## src/rtl/riscv_dmem_arbiter.sv

```systemverilog
`default_nettype none
// ============================================================================
// Module   : riscv_dmem_arbiter
// Purpose  : Shares the single data-cache port between the CPU load/store
//            path and an external requester (UART loader / debug port).
//            Each access is sequenced IDLE -> ISSUE -> WAIT -> DONE with a
//            fixed memory read latency. The CPU has priority, and a
//            starvation counter guarantees that the external side progresses.
// Ports    : clk, rst (async, active-low)
//            cpu_req/we/addr/wdata -> cpu_rdata, cpu_ack
//            ext_req/we/addr/wdata -> ext_rdata, ext_ack
//            mem_en/we/addr/wdata  -> data cache, mem_rdata <- data cache
//            owner : 00 none, 01 CPU, 10 external
// Revision : 1.0 - initial release
// ============================================================================
module riscv_dmem_arbiter #(
    parameter int ADDR_W       = 32,
    parameter int DATA_W       = 32,
    parameter int MEM_LAT      = 1,
    parameter int STARVE_LIMIT = 4
) (
    input  logic              clk,
    input  logic              rst,
    // CPU side
    input  logic              cpu_req,
    input  logic              cpu_we,
    input  logic [ADDR_W-1:0] cpu_addr,
    input  logic [DATA_W-1:0] cpu_wdata,
    output logic [DATA_W-1:0] cpu_rdata,
    output logic              cpu_ack,
    // External side
    input  logic              ext_req,
    input  logic              ext_we,
    input  logic [ADDR_W-1:0] ext_addr,
    input  logic [DATA_W-1:0] ext_wdata,
    output logic [DATA_W-1:0] ext_rdata,
    output logic              ext_ack,
    // Data cache side
    output logic              mem_en,
    output logic              mem_we,
    output logic [ADDR_W-1:0] mem_addr,
    output logic [DATA_W-1:0] mem_wdata,
    input  logic [DATA_W-1:0] mem_rdata,
    // Status
    output logic [1:0]        owner
);

    // ------------------------------------------------------------------
    // Constants
    // ------------------------------------------------------------------
    localparam logic [1:0] c_st_idle  = 2'd0;
    localparam logic [1:0] c_st_issue = 2'd1;
    localparam logic [1:0] c_st_wait  = 2'd2;
    localparam logic [1:0] c_st_done  = 2'd3;

    // WAIT counter runs MEM_LAT-1 down to 0
    localparam int c_lat_w = (MEM_LAT > 1) ? $clog2(MEM_LAT) : 1;
    localparam logic [c_lat_w-1:0] c_lat_init = c_lat_w'(MEM_LAT - 1);
    localparam logic [c_lat_w-1:0] c_lat_one  = c_lat_w'(1);

    localparam int c_starve_w = $clog2(STARVE_LIMIT + 1);
    localparam logic [c_starve_w-1:0] c_starve_max = c_starve_w'(STARVE_LIMIT);
    localparam logic [c_starve_w-1:0] c_starve_one = c_starve_w'(1);

    localparam logic [1:0] c_own_none = 2'b00;
    localparam logic [1:0] c_own_cpu  = 2'b01;
    localparam logic [1:0] c_own_ext  = 2'b10;

    // ------------------------------------------------------------------
    // State and latched request fields
    // ------------------------------------------------------------------
    logic [1:0]            r_state;
    logic [1:0]            w_state_nxt;
    logic [c_lat_w-1:0]    r_lat_cnt;
    logic [c_starve_w-1:0] r_starve_cnt;

    logic                  r_own_ext;
    logic                  r_we;
    logic [ADDR_W-1:0]     r_addr;
    logic [DATA_W-1:0]     r_wdata;

    // Registered outputs
    logic                  r_mem_en;
    logic                  r_mem_we;
    logic [ADDR_W-1:0]     r_mem_addr;
    logic [DATA_W-1:0]     r_mem_wdata;
    logic [1:0]            r_owner;
    logic                  r_cpu_ack;
    logic                  r_ext_ack;
    logic [DATA_W-1:0]     r_cpu_rdata;
    logic [DATA_W-1:0]     r_ext_rdata;

    // Arbitration and next-output values
    logic                  w_any_req;
    logic                  w_grant_ext;
    logic                  w_fld_ext;
    logic                  w_fld_we;
    logic [ADDR_W-1:0]     w_fld_addr;
    logic [DATA_W-1:0]     w_fld_wdata;
    logic                  w_mem_active_nxt;
    logic                  w_mem_en_nxt;
    logic                  w_mem_we_nxt;
    logic [ADDR_W-1:0]     w_mem_addr_nxt;
    logic [DATA_W-1:0]     w_mem_wdata_nxt;
    logic [1:0]            w_owner_nxt;
    logic                  w_cpu_ack_nxt;
    logic                  w_ext_ack_nxt;
    logic                  w_capture;

    // External wins a contested slot only once the CPU has used up its
    // allowance of consecutive grants.
    assign w_any_req   = cpu_req | ext_req;
    assign w_grant_ext = ext_req & (~cpu_req | (r_starve_cnt == c_starve_max));

    // Last WAIT cycle: read data from the cache is valid now
    assign w_capture   = (r_state == c_st_wait) && (r_lat_cnt == '0);

    // ------------------------------------------------------------------
    // FSM: state register
    // ------------------------------------------------------------------
    always_ff @(posedge clk or negedge rst) begin
        if (!rst) begin
            r_state <= c_st_idle;
        end else begin
            r_state <= w_state_nxt;
        end
    end

    // ------------------------------------------------------------------
    // FSM: next-state logic
    // ------------------------------------------------------------------
    always_comb begin
        w_state_nxt = r_state;
        case (r_state)
            c_st_idle:  if (w_any_req)         w_state_nxt = c_st_issue;
            c_st_issue:                        w_state_nxt = c_st_wait;
            c_st_wait:  if (r_lat_cnt == '0)   w_state_nxt = c_st_done;
            c_st_done:                         w_state_nxt = c_st_idle;
            default:                           w_state_nxt = c_st_idle;
        endcase
    end

    // ------------------------------------------------------------------
    // FSM: output logic. Outputs are registered, so this computes what
    // they must show in the state being entered. While leaving IDLE the
    // latched fields are not loaded yet, so the winner's inputs are used.
    // ------------------------------------------------------------------
    always_comb begin
        w_fld_ext   = r_own_ext;
        w_fld_we    = r_we;
        w_fld_addr  = r_addr;
        w_fld_wdata = r_wdata;
        if (r_state == c_st_idle) begin
            w_fld_ext   = w_grant_ext;
            w_fld_we    = w_grant_ext ? ext_we    : cpu_we;
            w_fld_addr  = w_grant_ext ? ext_addr  : cpu_addr;
            w_fld_wdata = w_grant_ext ? ext_wdata : cpu_wdata;
        end

        // Address/data/we stay on the bus through ISSUE and WAIT
        w_mem_active_nxt = (w_state_nxt == c_st_issue) || (w_state_nxt == c_st_wait);
        w_mem_en_nxt     = (w_state_nxt == c_st_issue);
        w_mem_we_nxt     = w_mem_active_nxt & w_fld_we;
        w_mem_addr_nxt   = w_mem_active_nxt ? w_fld_addr  : '0;
        w_mem_wdata_nxt  = w_mem_active_nxt ? w_fld_wdata : '0;

        w_owner_nxt      = c_own_none;
        if (w_state_nxt != c_st_idle) begin
            w_owner_nxt  = w_fld_ext ? c_own_ext : c_own_cpu;
        end

        w_cpu_ack_nxt    = (w_state_nxt == c_st_done) & ~w_fld_ext;
        w_ext_ack_nxt    = (w_state_nxt == c_st_done) &  w_fld_ext;
    end

    // ------------------------------------------------------------------
    // Output registers
    // ------------------------------------------------------------------
    always_ff @(posedge clk or negedge rst) begin
        if (!rst) begin
            r_mem_en    <= 1'b0;
            r_mem_we    <= 1'b0;
            r_mem_addr  <= '0;
            r_mem_wdata <= '0;
            r_owner     <= c_own_none;
            r_cpu_ack   <= 1'b0;
            r_ext_ack   <= 1'b0;
        end else begin
            r_mem_en    <= w_mem_en_nxt;
            r_mem_we    <= w_mem_we_nxt;
            r_mem_addr  <= w_mem_addr_nxt;
            r_mem_wdata <= w_mem_wdata_nxt;
            r_owner     <= w_owner_nxt;
            r_cpu_ack   <= w_cpu_ack_nxt;
            r_ext_ack   <= w_ext_ack_nxt;
        end
    end

    // ------------------------------------------------------------------
    // Grant latch and starvation counter
    // ------------------------------------------------------------------
    always_ff @(posedge clk or negedge rst) begin
        if (!rst) begin
            r_own_ext    <= 1'b0;
            r_we         <= 1'b0;
            r_addr       <= '0;
            r_wdata      <= '0;
            r_starve_cnt <= '0;
        end else if ((r_state == c_st_idle) && w_any_req) begin
            r_own_ext <= w_grant_ext;
            r_we      <= w_grant_ext ? ext_we    : cpu_we;
            r_addr    <= w_grant_ext ? ext_addr  : cpu_addr;
            r_wdata   <= w_grant_ext ? ext_wdata : cpu_wdata;
            // Only CPU grants that overtake a waiting external request count
            if (w_grant_ext || !ext_req) begin
                r_starve_cnt <= '0;
            end else if (r_starve_cnt != c_starve_max) begin
                r_starve_cnt <= r_starve_cnt + c_starve_one;
            end
        end
    end

    // ------------------------------------------------------------------
    // Memory latency counter
    // ------------------------------------------------------------------
    always_ff @(posedge clk or negedge rst) begin
        if (!rst) begin
            r_lat_cnt <= '0;
        end else if (r_state == c_st_issue) begin
            r_lat_cnt <= c_lat_init;
        end else if ((r_state == c_st_wait) && (r_lat_cnt != '0)) begin
            r_lat_cnt <= r_lat_cnt - c_lat_one;
        end
    end

    // ------------------------------------------------------------------
    // Read data capture into the owner's register. Writes capture too;
    // the value is simply not meaningful then.
    // ------------------------------------------------------------------
    always_ff @(posedge clk or negedge rst) begin
        if (!rst) begin
            r_cpu_rdata <= '0;
            r_ext_rdata <= '0;
        end else if (w_capture) begin
            if (r_own_ext) begin
                r_ext_rdata <= mem_rdata;
            end else begin
                r_cpu_rdata <= mem_rdata;
            end
        end
    end

    assign mem_en    = r_mem_en;
    assign mem_we    = r_mem_we;
    assign mem_addr  = r_mem_addr;
    assign mem_wdata = r_mem_wdata;
    assign owner     = r_owner;
    assign cpu_ack   = r_cpu_ack;
    assign ext_ack   = r_ext_ack;
    assign cpu_rdata = r_cpu_rdata;
    assign ext_rdata = r_ext_rdata;

endmodule
`default_nettype wire

```

## config.mk

```make
export PLATFORM = sky130hd
export DESIGN_NAME = riscv_dmem_arbiter
export DESIGN_NICKNAME = d
export VERILOG_FILES = /design/src/rtl/riscv_dmem_arbiter.sv
export SDC_FILE = /design/constraint.sdc
export NUM_CORES = 1
export LEC_CHECK = 0
export ABC_AREA = 1
export CAP_MARGIN = 5
export CORE_MARGIN = 2
export CORE_UTILIZATION = 48
export DETAILED_ROUTE_END_ITERATION = 7
export GPL_ROUTABILITY_DRIVEN = 0
export PLACE_DENSITY = 0.87
export SETUP_SLACK_MARGIN = 0.15
export SLEW_MARGIN = 40
export SYNTH_ARGS = -nofsm -noshare
export SYNTH_HDL_FRONTEND = slang
export SYNTH_SLANG_ARGS = --single-unit
```

## constraint.sdc

```tcl
create_clock -name clk -period 2.4 [get_ports clk]
set_input_delay 0.36 -clock clk [delete_from_list [all_inputs] [get_ports clk]]
set_output_delay 0.36 -clock clk [all_outputs]
set_load 0.05 [all_outputs]
```

==> flow_metrics.tcl, run 1 <==
set metrics [dict create \
    status "finished, final reports clean" \
    synthXorXnorAreaFrac 0.0008563 \
    clk_path_buf_depth 3 \
    die_w_um 150.0 \
    final_util 0.6770 \
    nNetsFinal 1782 \
    worst-path-buf-inv 1 \
    synth_compound_area_frac 0.09908 \
    synth_nets 1526 \
    async_flop_share 1.000 \
    viasPerCell 5.193 \
    cp_data_required_time_ns 2.04 \
    grt_setup_unrepaired "false" \
    maxCapViolCount 0 \
    dieArea_um2 22490 \
    p_per_area_nw_per_um2 1527 \
    synth_ff_type "dfrtp_1" \
    first_pass_iters 5 \
    timing.fmax_ghz 0.4786 \
    overflow 0 \
    drive_gt1_frac 0.04313 \
    num_antenna_cells 0 \
    synth_adder_area_share 0.01101 \
    core-area_um2 20960 \
    yosysTopAreaCell "dfrtp_1" \
    grt_pass1_vias 9649 \
    clk_latency_ns 0.51 \
    antenna_found_initial 1 \
    synth_cells 1351 \
    synth_top_family_by_area "simple AND/OR/NAND/NOR gates" \
    grt_usage 0.2594 \
    period_share 0.8707 \
    remaining_drc_errors 0 \
    tns_ns 0 \
    worst_slew_pin_slew_ns 0.6213 \
    finalClockSkew_ns 0.01876 \
    hold_viol 0 \
    crit_path_end_kind "output pin" \
    ys_ff_latch 206 \
    min_period_ns 2.090 \
    slew_headroom 0.5858 \
    wl_per_cell_um 15.55 \
    synth_top_area_share 0.5040 \
    hold_path.class "primary input to flip-flop" \
    path_clk_slew_ns 0.06 \
    cp_top_family "buffers and inverters" \
    avgSynthCellArea_um2 7.571 \
    initial_utilization 0.4881 \
    peakVddDrop_uv 1289 \
    synth_area_leaders "dfrtp_1, nand3_1, inv_1, nand2_1, o21ai_0" \
    fillers 1662 \
    area_growth_syn_to_layout_pct 38.70 \
    leakage_nw 7.373 \
    yosys_warnings 0 \
    wirelength_mm 29.52 \
    post-dp-hpwl_mm 19.43 \
    antenna_left 0 \
    multi_input_area_um2 3526 \
    design.portCount 300 \
    synth.mux.area_fraction 0 \
    cts_root_buf "clkbuf_16" \
    setup_viol 0 \
    clock-sinks 206 \
    portBuffers 299 \
    cts_tree "built" \
    cts_buffers 23 \
    regArea_um2 5155 \
    crit_fanout 1 \
    grt_max_degree 134 \
    synth_cell_types 22 \
    vias 9857 \
    yosysMostFrequentCell "inv_1" \
    die_h_um 150.0 \
    syn-cell-area_um2 10230 \
    crit_arrival_ns 1.73 \
    final_max_slew_viol_count 0 \
    drt_iter0_drc 688 \
    grt_pass1_wl_mm 47.31 \
    critical_path_class "flip-flop to output pin" \
    h-tree-depth 1 \
    cp-start-kind "flip-flop" \
    ys_top_cells_by_count "inv_1, nand3_1, nand2_1" \
    max_stage_delay_ns 0.84 \
    synth_seq_area_share 0.5040 \
    synth_edf_count 0 \
    crit_slowest_cell "clkdlybuf4s50_1" \
    synth-simple-area-share 0.2313 \
    path_cells "clkdlybuf4s50_1" \
    rows 53 \
]
==> where the power goes <==
group          internal, W  switching (W)  leakage [nW]  total (W)
logic              0.00416        0.00836          4.45     0.0125
registers          0.00517       0.000652          2.57    0.00582
clock network      0.00191        0.00141         0.347    0.00332
==> area by class of cell <==
type	instances	area share
clock buffers	29	0.04286
well taps	275	0.02425
multi-input cells	750	0.2485
flip-flops and latches	206	0.3633
inverters	304	0.08043
repair buffers	322	0.2340
clock inverters	12	0.006614
==> final timing paths <==
kind	startpoint	to	slack, ns	cells after the start
min	ext_req	r_starve_cnt[2]	0.24	4
min in group asynchronous	rst	mem_addr[1]	0.43	2
min reg2reg	ext_rdata[8]	ext_rdata[8]	0.49	2
max	mem_addr[12]	mem_addr[12]	0.31	1
max reg2reg	r_state[0]	mem_wdata[29]	0.41	11
max in group asynchronous	rst	cpu_rdata[14]	1.24	3
==> cells in the final DEF, fill, tap and decap left out, types with 12 or more instances in the layout <==
master / Yosys / layout
inv_1: 303 / 301
clkdlybuf4s50_1: 0 / 297
nand2_1: 265 / 264
nand3_1: 266 / 264
dfrtp_1: 206 / 206
o21ai_0: 69 / 69
a21oi_1: 67 / 67
o21ai_1: 65 / 65
clkbuf_16: 0 / 23
buf_12: 0 / 12
==> cell families (layout without fill, tap and decap cells) <==
group / count (synthesis) / after routing
flops: 206 / 206
compound gates: 202 / 202
simple gates: 538 / 538
xor+xnor: 1 / 1
fa+ha+maj: 9 / 9
buf+inv: 395 / 667
==> routing by layer <==
| layer | vias to the layer above | track usage | wire length, um |
|---|---|---|---|
| met5 | - | 0 | 13 |
| met4 | 2 | 0.07028 | 571 |
| met3 | 53 | 0.05640 | 2891 |
| met2 | 490 | 0.4507 | 14540 |
| met1 | 4618 | 0.3275 | 11510 |
| li1 | 4694 | - | - |
==> sequential cells by signal, indices dropped and copies added, names as in the netlist, 2 cells and up <==
register      flops
cpu_rdata        32
ext_rdata        32
mem_addr         32
mem_wdata        32
owner             2
r_addr           32
r_starve_cnt      3
r_state           2
r_wdata          32
==> timing repair <==
| action | 4_1_cts | 5_1_grt |
|---|---|---|
| buffers inserted | 0 | 1 |
| hold endpoints to repair | 66 | 0 |
| endpoints found under the setup margin | 0 | 33 |
| hold buffers | 1 | 0 |
| resized for setup | 0 | 1 |
==> stage by stage <==
step / total power, W / cell area, um^2 / setup WS, ns / cells / hold slack (ns)
2_1_floorplan: 0.01398 / 10230 / 0.3293 / 1351 / 0.06441
3_3_place_gp: 0.01787 / 13470 / 0.1018 / 1855 / 0.4195
3_5_place_dp: 0.01830 / 13470 / 0.02850 / 1855 / 0.4194
4_1_cts: 0.02175 / 14180 / 0.2885 / 1897 / 0.2339
5_1_grt: 0.02306 / 14190 / 0.2212 / 1898 / 0.2891
6_report: 0.02166 / 14190 / 0.3104 / 1898 / 0.2444
Power figures use the tool's default switching activity.
==> run 2, diff against run 1 <==
GPL_TIMING_DRIVEN = 0   (was not set)
==> run 2 against run 1 <==
- final cell count increased by 3.8%
- highest routed layer is now met4
- first-iteration DRC count rose by 8.7%
- non-clock buffer count up 76
- design area grew 1.7%
- global-route usage is 2.5 points higher
- hold slack got worse by 0.025 ns
- maximum frequency shrank 4.8%
==> flow_metrics.tcl, run 2 (synthesis gave the netlist of run 1 again) <==
set metrics [dict create \
    status "finished, final reports clean" \
    slew_headroom 0.5790 \
    grt_pass1_vias 10108 \
    viasPerCell 5.222 \
    die_h_um 150.0 \
    overflow 0 \
    min_period_ns 2.196 \
    cts_buffers 22 \
    crit_slowest_cell "dfrtp_1" \
    peakVddDrop_uv 833.5 \
    die_w_um 150.0 \
    grt_max_degree 76 \
    critical_path_class "flip-flop to flip-flop" \
    timing.fmax_ghz 0.4554 \
    final_cell_mix "inv_1, clkdlybuf4s50_1, nand3_1" \
    clk_path_buf_depth 3 \
    first_pass_iters 6 \
    cts_tree "built" \
    dp.cells 1927 \
    cts_root_buf "clkbuf_16" \
    max_stage_delay_ns 0.40 \
    drive_gt1_frac 0.06018 \
    dieArea_um2 22490 \
    hold_viol 0 \
    core-area_um2 20960 \
    drt_iter0_drc 748 \
    num_antenna_cells 0 \
    final_area_um2 14430 \
    crit_fanout 10 \
    p_per_area_nw_per_um2 1536 \
    remaining_drc_errors 0 \
    initial_utilization 0.4881 \
    grt_setup_unrepaired "true" \
    finalClockSkew_ns 0.007237 \
    grt_pass1_wl_mm 50.96 \
    leakage_nw 7.515 \
    antenna_found_initial 1 \
    h-tree-depth 1 \
    final_max_slew_viol_count 0 \
    design.portCount 300 \
    cp.depth 12 \
    maxCapViolCount 0 \
    path_cells "inv_2, ha_1, o21ai_0, a22oi_1, inv_1, ha_1, inv_2, buf_8, buf_4, a21oi_1, nand2_1, inv_1" \
    mostFrequentLayoutCell "inv_1" \
    cp-start-kind "flip-flop" \
    cp_data_required_time_ns 2.84 \
    final_util 0.6884 \
    clock-sinks 206 \
    path_clk_slew_ns 0.06 \
    grt_usage 0.2847 \
    clk_latency_ns 0.50 \
    worst-path-buf-inv 6 \
    fin_cells 1970 \
    vias 10287 \
    cp_top_family "buffers and inverters" \
    crit_path_end_kind "flip-flop" \
    wirelength_mm 32.57 \
    hold_ws_ns 0.2196 \
    post-dp-hpwl_mm 23.55 \
    portBuffers 298 \
    setup_viol 0 \
    wl_per_cell_um 16.53 \
    place_area_um2 13640 \
    antenna_left 0 \
    rows 53 \
    area_growth_syn_to_layout_pct 41.03 \
    nNetsFinal 1857 \
    crit_arrival_ns 2.64 \
    r2r_cells 12 \
    period_share 0.9149 \
    hold_path.class "primary input to asynchronous set/reset pin" \
    worst_slew_pin_slew_ns 0.6315 \
]
[run 2: cell types whose count changed in the layout (fill, tap and decap cells not counted), sizes merged]
cell and change:
buf +41, bufinv -1, clkbuf +41, clkinv -6, clkinvlp -2, inv -1
[run 2: final timing paths]
kind | from | to | slack, ns
worst max-delay path | r_state[0] | mem_wdata[20] | 0.20
worst min-delay path | rst | mem_addr[12] | 0.22
worst max register to register | r_state[0] | mem_wdata[20] | 0.20
worst min register to register | cpu_rdata[2] | cpu_rdata[2] | 0.48
max in group asynchronous | rst | ext_rdata[4] | 1.25
min in group clk | ext_req | r_starve_cnt[2] | 0.37
[run 2: layout make-up]
type	instances	area (um^2)
Multi-Input combinational cell	750	3516
Clock buffer	35	660.6
Clock inverter	2	10.01
Tap cell	275	344.1
Timing Repair Buffer	307	3118
Inverter	304	1141
Buffer	91	480.5
Fill cell	1671	6530
Sequential cell	206	5155
[run 2: through the flow]
step                setup TNS, ns  total power [W]  worst slack [ns]
floorplan                       0          0.01398            0.3293
global placement         -1561.92          0.01791            -7.489
detailed placement         -29.80          0.01828           -0.6036
CTS                             0          0.02191            0.1527
global route                    0          0.02352            0.1322
finish                          0          0.02216            0.2041
[run 2: timing repair]
action,4_1_cts,5_1_grt
endpoints found under the setup margin,60,50
endpoints found under the hold margin,72,0
hold buffers,1,0
buffers inserted,2,3
resized for setup,15,13
pin swaps,2,4
[run 2: metal layers]
layer	up-vias	track usage	share of wire
met3	67	0.07256	0.097
met1	4884	0.3458	0.38
li1	4848	-	-
met5	-	0	0
met4	0	0.09764	0.028
met2	488	0.4922	0.49
[run 2: report_power, final]
| part | switching (W) | internal, W | leakage, nW | total [W] |
|---|---|---|---|---|
| sequential | 0.000616 | 0.00517 | 2.57 | 0.00578 |
| clock | 0.00133 | 0.00187 | 0.329 | 0.00320 |
| combinational | 0.00880 | 0.00437 | 4.61 | 0.0132 |
| total | 0.0107 | 0.0114 | 7.52 | 0.0222 |
